## src/rtl/evt_encoder_if.sv

```systemverilog
// AXI-Stream link carrying EVT 2.0 words out of evt_encoder.
interface evt_encoder_if;
  logic        tvalid;
  logic [31:0] tdata;
  logic        tlast;
  logic        tready;

  modport master (output tvalid, output tdata, output tlast, input tready);
  modport slave  (input tvalid, input tdata, input tlast, output tready);
endinterface

```

## src/rtl/evt_encoder.sv

```systemverilog
// Packs CD / external-trigger events into EVT 2.0 words with TIME_HIGH insertion,
// fixed-size tlast packets and an idle flush. Define EVT_ENCODER_TRIGGER_EN to emit EXT_TRIGGER words.
//
// state   | meaning
// IDLE    | accepting events, output register free or draining; idle flush runs here
// HOLD    | a TIME_HIGH was loaded, the accepted event waits in the hold register
module evt_encoder #(
  parameter int unsigned PACKET_WORDS = 256,
  parameter int unsigned FLUSH_TICKS  = 100000
) (
  input  logic        clk_i,
  input  logic        rst_ni,
  input  logic        evt_valid_i,
  output logic        evt_ready_o,
  input  logic        evt_is_trig_i,
  input  logic [10:0] evt_x_i,
  input  logic [10:0] evt_y_i,
  input  logic        evt_pol_i,
  input  logic [4:0]  evt_id_i,
  input  logic [33:0] evt_ts_i,
  evt_encoder_if.master m00_axis
);

  localparam int unsigned WCNT_W = $clog2(PACKET_WORDS);
  localparam int unsigned IDLE_W = $clog2(FLUSH_TICKS + 1);
  localparam logic [WCNT_W-1:0] WCNT_LAST = WCNT_W'(PACKET_WORDS - 1);
  localparam logic [IDLE_W-1:0] IDLE_MAX  = IDLE_W'(FLUSH_TICKS);

  localparam logic [0:0] ST_IDLE = 1'b0;
  localparam logic [0:0] ST_HOLD = 1'b1;

  localparam logic [3:0] TYPE_TH   = 4'h8;
  localparam logic [3:0] TYPE_TRIG = 4'hA;

  logic [0:0]        state, state_d;
  logic              tvalid_q, tlast_q;
  logic [31:0]       tdata_q;
  logic [27:0]       th_last;
  logic              th_valid;
  logic [WCNT_W-1:0] word_cnt;
  logic [IDLE_W-1:0] idle_cnt;
  logic [31:0]       hold_word;

  logic        out_free, accept, th_need, flush, pkt_last;
  logic        load, force_last, th_update, th_refresh;
  logic [31:0] load_word, evt_word;
  logic [27:0] ts_hi;

  assign ts_hi = evt_ts_i[33:6];

  assign m00_axis.tvalid = tvalid_q;
  assign m00_axis.tdata  = tdata_q;
  assign m00_axis.tlast  = tlast_q;

  assign out_free    = !tvalid_q || m00_axis.tready;
  assign evt_ready_o = rst_ni && (state == ST_IDLE) && out_free;
  assign accept      = evt_valid_i && evt_ready_o;
  assign th_need     = !th_valid || (ts_hi != th_last);
  assign flush       = (state == ST_IDLE) && !accept && (word_cnt != '0) &&
                       (idle_cnt == IDLE_MAX) && out_free;

`ifdef EVT_ENCODER_TRIGGER_EN
  always_comb begin
    evt_word = {3'b000, evt_pol_i, evt_ts_i[5:0], evt_x_i, evt_y_i};
    if (evt_is_trig_i)
      evt_word = {TYPE_TRIG, evt_ts_i[5:0], 9'd0, evt_id_i, 7'd0, evt_pol_i};
  end
`else
  // Trigger inputs stay on the port list so both builds share one pinout.
  logic unused_trig;
  assign unused_trig = ^{evt_is_trig_i, evt_id_i};

  always_comb begin
    evt_word = {3'b000, evt_pol_i, evt_ts_i[5:0], evt_x_i, evt_y_i};
  end
`endif

  always_comb begin
    state_d    = state;
    load       = 1'b0;
    load_word  = evt_word;
    force_last = 1'b0;
    th_update  = 1'b0;
    th_refresh = 1'b0;
    case (state)
      ST_IDLE: begin
        if (accept) begin
          load = 1'b1;
          if (th_need) begin
            load_word = {TYPE_TH, ts_hi};
            th_update = 1'b1;
            state_d   = ST_HOLD;
          end
        end else if (flush) begin
          load       = 1'b1;
          load_word  = {TYPE_TH, th_last};
          force_last = 1'b1;
        end
      end
      ST_HOLD: begin
        if (out_free) begin
          load = 1'b1;
          // A TIME_HIGH that closed the packet leaves th_valid clear: reopen with a fresh one.
          if (!th_valid) begin
            load_word  = {TYPE_TH, th_last};
            th_refresh = 1'b1;
          end else begin
            load_word = hold_word;
            state_d   = ST_IDLE;
          end
        end
      end
      default: state_d = ST_IDLE;
    endcase
  end

  assign pkt_last = force_last || (word_cnt == WCNT_LAST);

  always_ff @(posedge clk_i) begin
    if (!rst_ni) begin
      state     <= ST_IDLE;
      tvalid_q  <= 1'b0;
      tdata_q   <= '0;
      tlast_q   <= 1'b0;
      th_last   <= '0;
      th_valid  <= 1'b0;
      word_cnt  <= '0;
      idle_cnt  <= '0;
      hold_word <= '0;
    end else begin
      state <= state_d;

      if (load) begin
        tvalid_q <= 1'b1;
        tdata_q  <= load_word;
        tlast_q  <= pkt_last;
        word_cnt <= pkt_last ? '0 : word_cnt + WCNT_W'(1);
      end else if (m00_axis.tready) begin
        tvalid_q <= 1'b0;
      end

      if (th_update) begin
        th_last  <= ts_hi;
        th_valid <= 1'b1;
      end
      if (th_refresh)
        th_valid <= 1'b1;
      if (load && pkt_last)
        th_valid <= 1'b0;

      if (accept && th_need)
        hold_word <= evt_word;

      if (accept)
        idle_cnt <= '0;
      else if ((state == ST_IDLE) && (word_cnt != '0) && (idle_cnt != IDLE_MAX))
        idle_cnt <= idle_cnt + IDLE_W'(1);
    end
  end

endmodule
```

## src/flat_wrapper.sv

```systemverilog
// flat-port wrapper written by rule: the top's interface ports become plain ports
module evt_encoder_flat 
#(
  parameter int unsigned PACKET_WORDS = 256,
  parameter int unsigned FLUSH_TICKS  = 100000
)
  (clk_i, rst_ni, evt_valid_i, evt_ready_o, evt_is_trig_i, evt_x_i, evt_y_i, evt_pol_i, evt_id_i, evt_ts_i, m00_axis_tvalid, m00_axis_tdata, m00_axis_tlast, m00_axis_tready);
  evt_encoder_if m00_axis_i ();
  input  logic clk_i;
  input  logic rst_ni;
  input  logic evt_valid_i;
  output logic evt_ready_o;
  input  logic evt_is_trig_i;
  input  logic [10:0] evt_x_i;
  input  logic [10:0] evt_y_i;
  input  logic evt_pol_i;
  input  logic [4:0] evt_id_i;
  input  logic [33:0] evt_ts_i;
  output wire logic [$bits(m00_axis_i.tvalid)-1:0] m00_axis_tvalid;
  output wire logic [$bits(m00_axis_i.tdata)-1:0] m00_axis_tdata;
  output wire logic [$bits(m00_axis_i.tlast)-1:0] m00_axis_tlast;
  input wire logic [$bits(m00_axis_i.tready)-1:0] m00_axis_tready;
  assign m00_axis_tvalid = m00_axis_i.tvalid;
  assign m00_axis_tdata = m00_axis_i.tdata;
  assign m00_axis_tlast = m00_axis_i.tlast;
  assign m00_axis_i.tready = m00_axis_tready;
  evt_encoder #(.PACKET_WORDS(PACKET_WORDS), .FLUSH_TICKS(FLUSH_TICKS)) u_core (.clk_i(clk_i), .rst_ni(rst_ni), .evt_valid_i(evt_valid_i), .evt_ready_o(evt_ready_o), .evt_is_trig_i(evt_is_trig_i), .evt_x_i(evt_x_i), .evt_y_i(evt_y_i), .evt_pol_i(evt_pol_i), .evt_id_i(evt_id_i), .evt_ts_i(evt_ts_i), .m00_axis(m00_axis_i));
endmodule
```

## config.mk

```make
export PLATFORM = sky130hd
export DESIGN_NAME = evt_encoder_flat
export DESIGN_NICKNAME = d
export VERILOG_FILES = /design/src/rtl/evt_encoder_if.sv /design/src/rtl/evt_encoder.sv /design/src/flat_wrapper.sv
export SDC_FILE = /design/constraint.sdc
export NUM_CORES = 1
export LEC_CHECK = 0
export ABC_AREA = 1
export BUFFER_PORTS_ARGS = -buffer_cell sky130_fd_sc_hd__buf_2
export CAP_MARGIN = 20
export CELL_PAD_IN_SITES_DETAIL_PLACEMENT = 1
export CELL_PAD_IN_SITES_GLOBAL_PLACEMENT = 2
export CORE_ASPECT_RATIO = 1.5
export CORE_UTILIZATION = 33
export DETAILED_ROUTE_END_ITERATION = 10
export PLACE_DENSITY = 0.88
export SYNTH_ARGS = -nofsm -noshare
export SYNTH_HDL_FRONTEND = slang
export SYNTH_SLANG_ARGS = --single-unit
```

## constraint.sdc

```tcl
create_clock -name clk_i -period 4.4 [get_ports clk_i]
set_clock_uncertainty 0.1 [all_clocks]
set_input_delay 0.66 -clock clk_i [delete_from_list [all_inputs] [get_ports clk_i]]
set_output_delay 0.66 -clock clk_i [all_outputs]
set_load 0.02 [all_outputs]
```

# == Yosys cells after proc, flatten, opt, wreduce, memory -nomap -nowiden ==
# Cells that the tools add are included.
# totals
ff_bits,118
latch_bits,0
ram_bits,0
romBits,0
in_bits,67
wordCells,64
mem_count,0
# op_classes
n_addsub,2
mul,0
n_div,0
n_lt_le_gt_ge,0
eq_ne,4
n_shift,0
n_mux,25
n_bitwise,2
n_reduce_logical,22
# ops
op,count
32-bit 2-to-1 mux,5
32-bit case mux with 2 select lines,1
28-bit != test,1
17-bit by 1-bit adder with 17-bit output (second input constant),1
17-bit equality test (second input constant),1
17-bit != test (second input constant),1
1-bit 2-to-1 mux,16
1-bit logical AND,11
8-bit by 1-bit adder with 8-bit output (second input constant),1
8-bit equality test (second input constant),1
8-bit 2-to-1 mux,1
8-bit nonzero test,1
1-bit case mux with 2 select lines,2
2-bit nonzero test,2
2-bit OR reduction,2
1-bit logical NOT,3
1-bit logical OR,3
1-bit NOT,2

# == Depth between registers and ports, before layout ==
# Gate-level depths: netlist of run 1.
# logic_depth
word_depth,15
ltp_mapped,14
ltp_nobuf,13

# == Worst setup path after synthesis of run 1 ==
# Ideal clock, no wire load.
# synth_timing
path_type,input to register
start,input port rst_ni
end,register u_core.hold_word[0]
setup_ps,119
arrival_time_ps,1839
required_ps,4181
path_slack_ps,2341
path_stages,9
n_path_buf,2
cell_sequence,inv_2 > nor3_2 > nand2_2 > inv_2 > nand2_4 > buf_8 > buf_6 > o21ai_1 > a21oi_1
# synth_via
elab_chain_len,4
# synth_lines
element,line_no,text
"start, declared",flat_wrapper.sv:10,input logic rst_ni;
1-bit logical AND (2 in series),evt_encoder.sv:56,assign evt_ready_o = rst_ni && (state == ST_IDLE) && out_free;
named net evt_ready_o,flat_wrapper.sv:12,output logic evt_ready_o;
1-bit logical AND,evt_encoder.sv:57,assign accept = evt_valid_i && evt_ready_o;
1-bit logical AND,evt_encoder.sv:151,if (accept && th_need)
"end signal, assigned",evt_encoder.sv:152,hold_word <= evt_word;
"end, declared",evt_encoder.sv:42,logic [31:0] hold_word;
# The timed path passes the listed nets, and every way through them passes these cells.
# A chain may end at the register's enable or synchronous reset.

# == Worst setup path after layout of run 1 ==
# layout_timing
start,register u_core.idle_cnt[0]
end,"register u_core.tdata_q[12], in the netlist u_core.m00_axis.tdata[12]"
# layout_via
elab_chain_len,6
word_cells_on_any_way,9
classes_between,eq/ne (1); mux (6); reduce/logical (2)
# layout_lines
element,line_no,text
"start, declared",evt_encoder.sv:41,logic [IDLE_W-1:0] idle_cnt;
"start signal, assigned",evt_encoder.sv:157,idle_cnt <= idle_cnt + IDLE_W'(1);
17-bit equality test *,evt_encoder.sv:60,(idle_cnt == IDLE_MAX) && out_free;
1-bit logical AND *,evt_encoder.sv:59,assign flush = (state == ST_IDLE) && !accept && (word_cnt != '0) &&
1-bit logical AND *,evt_encoder.sv:60,
32-bit 2-to-1 mux / 1-bit 2-to-1 mux (equally long branches),evt_encoder.sv:94,end else if (flush) begin
32-bit 2-to-1 mux / 1-bit 2-to-1 mux (equally long branches),evt_encoder.sv:87,if (accept) begin
32-bit case mux with 2 select lines / 1-bit case mux with 2 select lines (equally long branches),evt_encoder.sv:85,case (state)
"end signal, assigned",evt_encoder.sv:135,tdata_q <= load_word;
"end, declared",evt_encoder.sv:37,logic [31:0] tdata_q;
# Every way passes the cells marked *; elsewhere a longest branch is shown, timed or not.

==> run summary, run 1 <==
Synth top area cells = dfxtp_1, nand2_1, nand3_1
H-tree depth = 4
Nets = 1278
CP startpoint kind = register
Layout cells sized above 1 = 14.1%
Post-synth EDFFs = 0
Status = finished clean
Post-route insts no fill = 1489
Top cell type's share of synthesized area = 32.4%
VDD IR-drop max = 0.239 mV
Worst path bufs/invs = 3
# Post-CTS Setup Buffers = 0
Max Transition Viols Final = 0
RD Place Congestion = 0.830
First-pass GRT wire length = 41.7 mm
Worst-path fanout max = 35
Pwr Density = 384 nW/um2
Leakage = 3.68 nW
Max_slew headroom = 48.0%
Die area = 22300 um2
Initial antenna violation count = 2
Delay-heaviest family, CP = simple AND/OR/NAND/NOR gates
CTS Hold Bufs = 0
Global route total overflow = 0
Critical Path End Type = register
Die Y = 183 um
Largest net degree at the start of global routing = 64
Slowest Stage Delay on Critical Path = 0.41 ns
Port Buffer Count = 93
Initial Utilization = 33.9%
Deepest clock path buffer count = 2
Top Ports = 102
Syn avg cell area = 6.25 um2
Clk pin slew, worst setup/hold paths = 0.06 ns
# Max-Cap Violations = 0
Final period utilization = 68.0%
FP Rows = 65
Total wire length = 26.1 mm
Unrepaired setup endpoints after global routing = no
Detail Placement HPWL = 17.6 mm
Drt via density = 5.29
Post-CTS sizing = 0
Total number of vias = 7876
Drt drc = 0
Worst-Skew Late Latency = 0.44 ns
Post-synthesis sequential area ratio = 32.4%
Number of distinct library cells after synthesis = 39
Synth Instances = 1148
Worst-margin pin slew = 0.779 ns
Synthesized cell area = 7170 um2
Final hold violations = 0
Synth-to-Final Area Change = 15.6%
Peak Freq = 334 MHz
CP max-delay cell = inv_2
Post-synth top area cell = dfxtp_1
TNS Setup = 0 ns
TritonRoute pass-1 iters = 4
Worst endpoint required time = 4.61 ns
Main synth FF type = dfxtp_1
Top-count cell post-synth = nand2_1
# setup viols final = 0
Clock root buffer master = clkbuf_16
Final Cell Area = 8290 um2
CTS tree = built
Post-place instance area = 7700 um2
Total GRT Usage = 24.3%
Most instantiated cells after synthesis = nand2_1, nand3_1, inv_1
Synth async-reset ratio = 0%
Clock Sinks = 116
Total core area = 21100 um2
CP Class = register to register
Vias in the first global route = 8037
ANT nets after route = 0
Seq cells post-synth = 116
Syn. warnings = 0
Number of DRC markers in iteration 0 = 454
Tightest Hold Check Type = register to register
PnR Total Power = 0.00318 W
Final min period = 2.99 ns
Num CTS Buffers = 17
Chip width = 122 um
Crit-path cells = inv_1 -> ha_1 -> nand2_1 -> nor3_2 -> nand2_1 -> nor2_4 -> buf_4 -> nand3_2 -> nand3_2 -> inv_2 -> a211oi_1 -> a21oi_1
WL/cell = 17.5 um
Placed cells = 1456
Hold Worst Slack = 0.349 ns
Worst Path Arrival = 3.20 ns
==> final timing paths <==
| check | start | endpoint | slack (ns) | depth (start not counted) |
|---|---|---|---|---|
| setup / recovery | u_core.idle_cnt[0] | u_core.m00_axis.tdata[12] | 1.41 | 12 |
| hold reg to reg | u_core.hold_word[25] | u_core.hold_word[25] | 0.35 | 2 |
| setup reg to reg | u_core.idle_cnt[0] | u_core.m00_axis.tdata[12] | 1.41 | 12 |
| hold / removal | u_core.hold_word[25] | u_core.hold_word[25] | 0.35 | 2 |
==> cells by family after synthesis <==
logic type	Yosys count	share of synthesized area, %
AND/OR/NAND/NOR	576	35.7
AO/OA/AOI/OAI	226	16.9
buffers and inverters	218	13.4
flip-flops	116	32.4
XOR/XNOR	7	0.855
adder cells (fa/ha/maj)	4	0.698
other	1	0.0523
==> cells in the final DEF (no fill, tap or decap), drive strengths merged, types with 13 or more instances in the layout <==
cell and count:
nand2 289, inv 149, nand3 142, a21oi 121, dfxtp 116, buf 109, nor2 85, o21ai 79
nand4 41, clkbuf 17, nor3 14, a211oi 13
==> power by group <==
| group | total [W] | switching [W] | internal, W |
|---|---|---|---|
| combinational | 0.000606 | 0.000425 | 0.000181 |
| clock | 0.00140 | 0.000569 | 0.000835 |
| sequential | 0.00117 | 0.0000482 | 0.00112 |
| total | 0.00318 | 0.00104 | 0.00214 |
==> sequential cells by signal (all words and copies together), names as in the netlist <==
register,flops
u_core.hold_word,29
u_core.idle_cnt,17
u_core.m00_axis.tdata,30
u_core.state,1
u_core.word_cnt,8
u_core.m00_axis.tvalid,1
u_core.th_last,28
u_core.m00_axis.tlast,1
u_core.th_valid,1
==> worst reg2reg max path: cells and delay by family, from the launching register on <==
| family | cells | cell delay (ns) |
|---|---|---|
| DFF | 1 | 0.34 |
| buffers and inverters | 3 | 0.87 |
| and+or+nand+nor | 6 | 0.96 |
| adders and majority gates | 1 | 0.15 |
| AOI/OAI and AO/OA | 2 | 0.44 |
==> layout make-up <==
cell class | instances | area (um2)
flip-flops and latches | 116 | 2320
repair buffers | 109 | 598
multi-input cells | 815 | 3890
inverters | 148 | 556
diodes | 1 | 2.50
well taps | 268 | 335
fillers | 2884 | 12900
clock inverters | 15 | 160
clock buffers | 17 | 425
==> stage by stage <==
stage               util, %  setup slack [ns]
finish                 39.2              1.41
global route           39.2              1.14
CTS                    39.2              1.37
detailed placement     36.4              1.00
global placement       36.4              1.07
floorplan                 -              2.34
==> per-layer routing <==
layer / global-route usage, % / up-vias / part of all wire [%]
met3: 4.56 / 36 / 4.5
met4: 8.73 / 2 / 1.9
met5: 0 / - / 0.031
met1: 27.3 / 3808 / 41
li1: - / 3883 / -
met2: 44.4 / 147 / 53
Power figures use the tool's default switching activity.
==> run 2: changes to the inputs <==
--- a/config.mk
+++ b/config.mk
@@ -11,9 +11,9 @@
 export CELL_PAD_IN_SITES_DETAIL_PLACEMENT = 1
 export CELL_PAD_IN_SITES_GLOBAL_PLACEMENT = 2
 export CORE_ASPECT_RATIO = 1.5
-export CORE_UTILIZATION = 33
+export CORE_UTILIZATION = 31
 export DETAILED_ROUTE_END_ITERATION = 10
-export PLACE_DENSITY = 0.88
+export PLACE_DENSITY = 0.84
 export SYNTH_ARGS = -nofsm -noshare
 export SYNTH_HDL_FRONTEND = slang
 export SYNTH_SLANG_ARGS = --single-unit
==> constraint.sdc (replaced) <==
create_clock -name clk_i -period 2.9 [get_ports clk_i]
set_clock_uncertainty 0.1 [all_clocks]
set_input_delay 0.435 -clock clk_i [delete_from_list [all_inputs] [get_ports clk_i]]
set_output_delay 0.435 -clock clk_i [all_outputs]
set_load 0.02 [all_outputs]
==> run 2 against run 1 <==
  * Non-clock buffer count is 10 higher
  * Worst hold slack worse by 0.14 ns
  * Global-route usage is 0.73 points lower
  * Clock-buffer cell count is 3 higher
  * First-iteration DRC count is 9.3% lower
  * Critical endpoint is now u_core.m00_axis.tdata[0]
  * Largest power group unchanged
==> run summary, run 2 (synthesis results as in run 1) <==
Drt drc = 0 (unchanged)
H-tree depth = 4 (unchanged)
Chip width = 126 um (+3.1%)
Final period utilization = 85.8% (+18 points)
Top Ports = 102 (unchanged)
Deepest clock path buffer count = 2 (unchanged)
VDD IR-drop max = 0.418 mV (+75%)
CP Class = register to register
Peak Freq = 402 MHz (+20%)
Global route total overflow = 0 (unchanged)
Die area = 23800 um2 (+6.4%)
Total GRT Usage = 23.5% (-0.73 points)
Final min period = 2.49 ns (-0.501 ns)
# setup viols final = 0 (unchanged)
Most frequent cells in the layout = nand2_1, nand3_1, inv_1
FP Rows = 67 (+3.1%)
Vias in the first global route = 8199 (+2.0%)
Nets = 1288 (+0.78%)
Initial antenna violation count = 1 (-1)
Max Transition Viols Final = 0 (unchanged)
WL/cell = 17.8 um (+1.3%)
ANT cells = 0 (-1)
Total core area = 22600 um2 (+6.6%)
Clk pin slew, worst setup/hold paths = 0.06 ns (about the same)
Worst Path Arrival = 2.70 ns (-0.50 ns)
Total wire length = 26.8 mm (+2.4%)
# Post-CTS Setup Buffers = 0 (unchanged)
Worst-margin pin slew = 0.784 ns (+0.00549 ns)
Initial Utilization = 31.8% (-2.1 points)
Synth-to-Final Area Change = 17.9%
Num CTS Buffers = 17 (unchanged)
Clock Sinks = 116 (unchanged)
CTS tree = built
Unrepaired setup endpoints after global routing = no
First-pass GRT wire length = 43.4 mm (+4.2%)
ANT nets after route = 0 (unchanged)
Commonest non-fill, non-tap cell in the layout = nand2_1
Pwr Density = 605 nW/um2 (+58%)
Die Y = 188 um (+3.1%)
Number of DRC markers in iteration 0 = 412 (-9.3%)
Detail Placement HPWL = 18.5 mm (+5.2%)
Critical Path Source = u_core.idle_cnt[0]
Post-CTS sizing = 0 (unchanged)
Critical Path End Type = register
Core Util, Final = 37.5% (-1.7 points)
Worst-path fanout max = 35 (unchanged)
Layout cells sized above 1 = 14.5% (+0.38 points)
Final hold violations = 0 (unchanged)
Worst endpoint required time = 3.11 ns (-1.50 ns)
Drt via density = 5.23 (-1.2%)
Clock root buffer master = clkbuf_16
Fill count = 2984 (+3.5%)
Worst-Skew Late Latency = 0.43 ns (about the same)
PnR Total Power = 0.00512 W (+61%)
TNS Setup = 0 ns (unchanged)
CP startpoint kind = register
Largest net degree at the start of global routing = 56 (-13%)
RD Place Congestion = 0.826 (-0.41%)
Max FFs per register = 30 (unchanged)
TritonRoute pass-1 iters = 5 (+1)
# Max-Cap Violations = 0 (unchanged)
Total number of vias = 7866 (-0.13%)
Leakage = 3.79 nW (+2.8%)
CTS Hold Bufs = 0 (unchanged)
Port Buffer Count = 93 (unchanged)
Status = finished clean
Tightest Hold Check Type = input pin to register
Worst hold start = evt_x_i[4]
Max_slew headroom = 47.6% (-0.37 points)
FF-to-FF Start = u_core.idle_cnt[0]
[run 2: worst paths after layout]
path                                                 end  slack, ns  depth (start not counted)
worst max-delay path            u_core.m00_axis.tdata[0]       0.41                         11
worst min-delay path                u_core.hold_word[15]       0.21                          3
worst max register to register  u_core.m00_axis.tdata[0]       0.41                         11
worst min register to register      u_core.hold_word[25]       0.35                          2
[run 2: layout make-up]
cell class	instances	area [um2]	area share, %
Tap cell	276	345	4.08
Clock inverter	11	208	2.46
Multi-Input combinational cell	815	3890	46.0
Sequential cell	116	2320	27.5
Timing Repair Buffer	119	698	8.26
Inverter	148	556	6.57
Clock buffer	20	437	5.16
[run 2: metal layers]
layer	wire length [um]	part of all wire [%]	vias up	track usage (%)
met2	14200	53	129	44.0
met1	10900	41	3785	25.7
met5	13	0.049	-	0
met4	835	3.1	2	10.4
met3	834	3.1	55	3.98
li1	-	-	3895	-
[run 2: worst max-delay path: stages, from the launching register on]
cell	delay, ns
dfxtp_1	0.33
inv_1	0.10
ha_1	0.18
nand2_1	0.07
nor3_2	0.15
nand2_1	0.14
nor2_4	0.12
nand3_2	0.23
nand3_2	0.18
inv_2	0.31
a211oi_1	0.34
a21oi_1	0.11
[run 2: through the flow]
stage / cells / area (um2) / worst slack, ns / hold WS [ns]
2_1_floorplan: 1149 / 7180 / 1.05 / 0.325
3_3_place_gp: 1474 / 7810 / 0.417 / 0.336
3_5_place_dp: 1474 / 7810 / 0.418 / 0.343
4_1_cts: 1505 / 8460 / 0.367 / 0.194
5_1_grt: 1505 / 8460 / 0.177 / 0.213
6_report: 1505 / 8460 / 0.411 / 0.209
[run 2: power breakdown]
part | switching (W) | internal, W | leakage [nW]
clock | 0.000785 | 0.00160 | 0.314
combinational | 0.000663 | 0.000298 | 2.52
sequential | 0.0000690 | 0.00170 | 0.949
total | 0.00152 | 0.00360 | 3.79
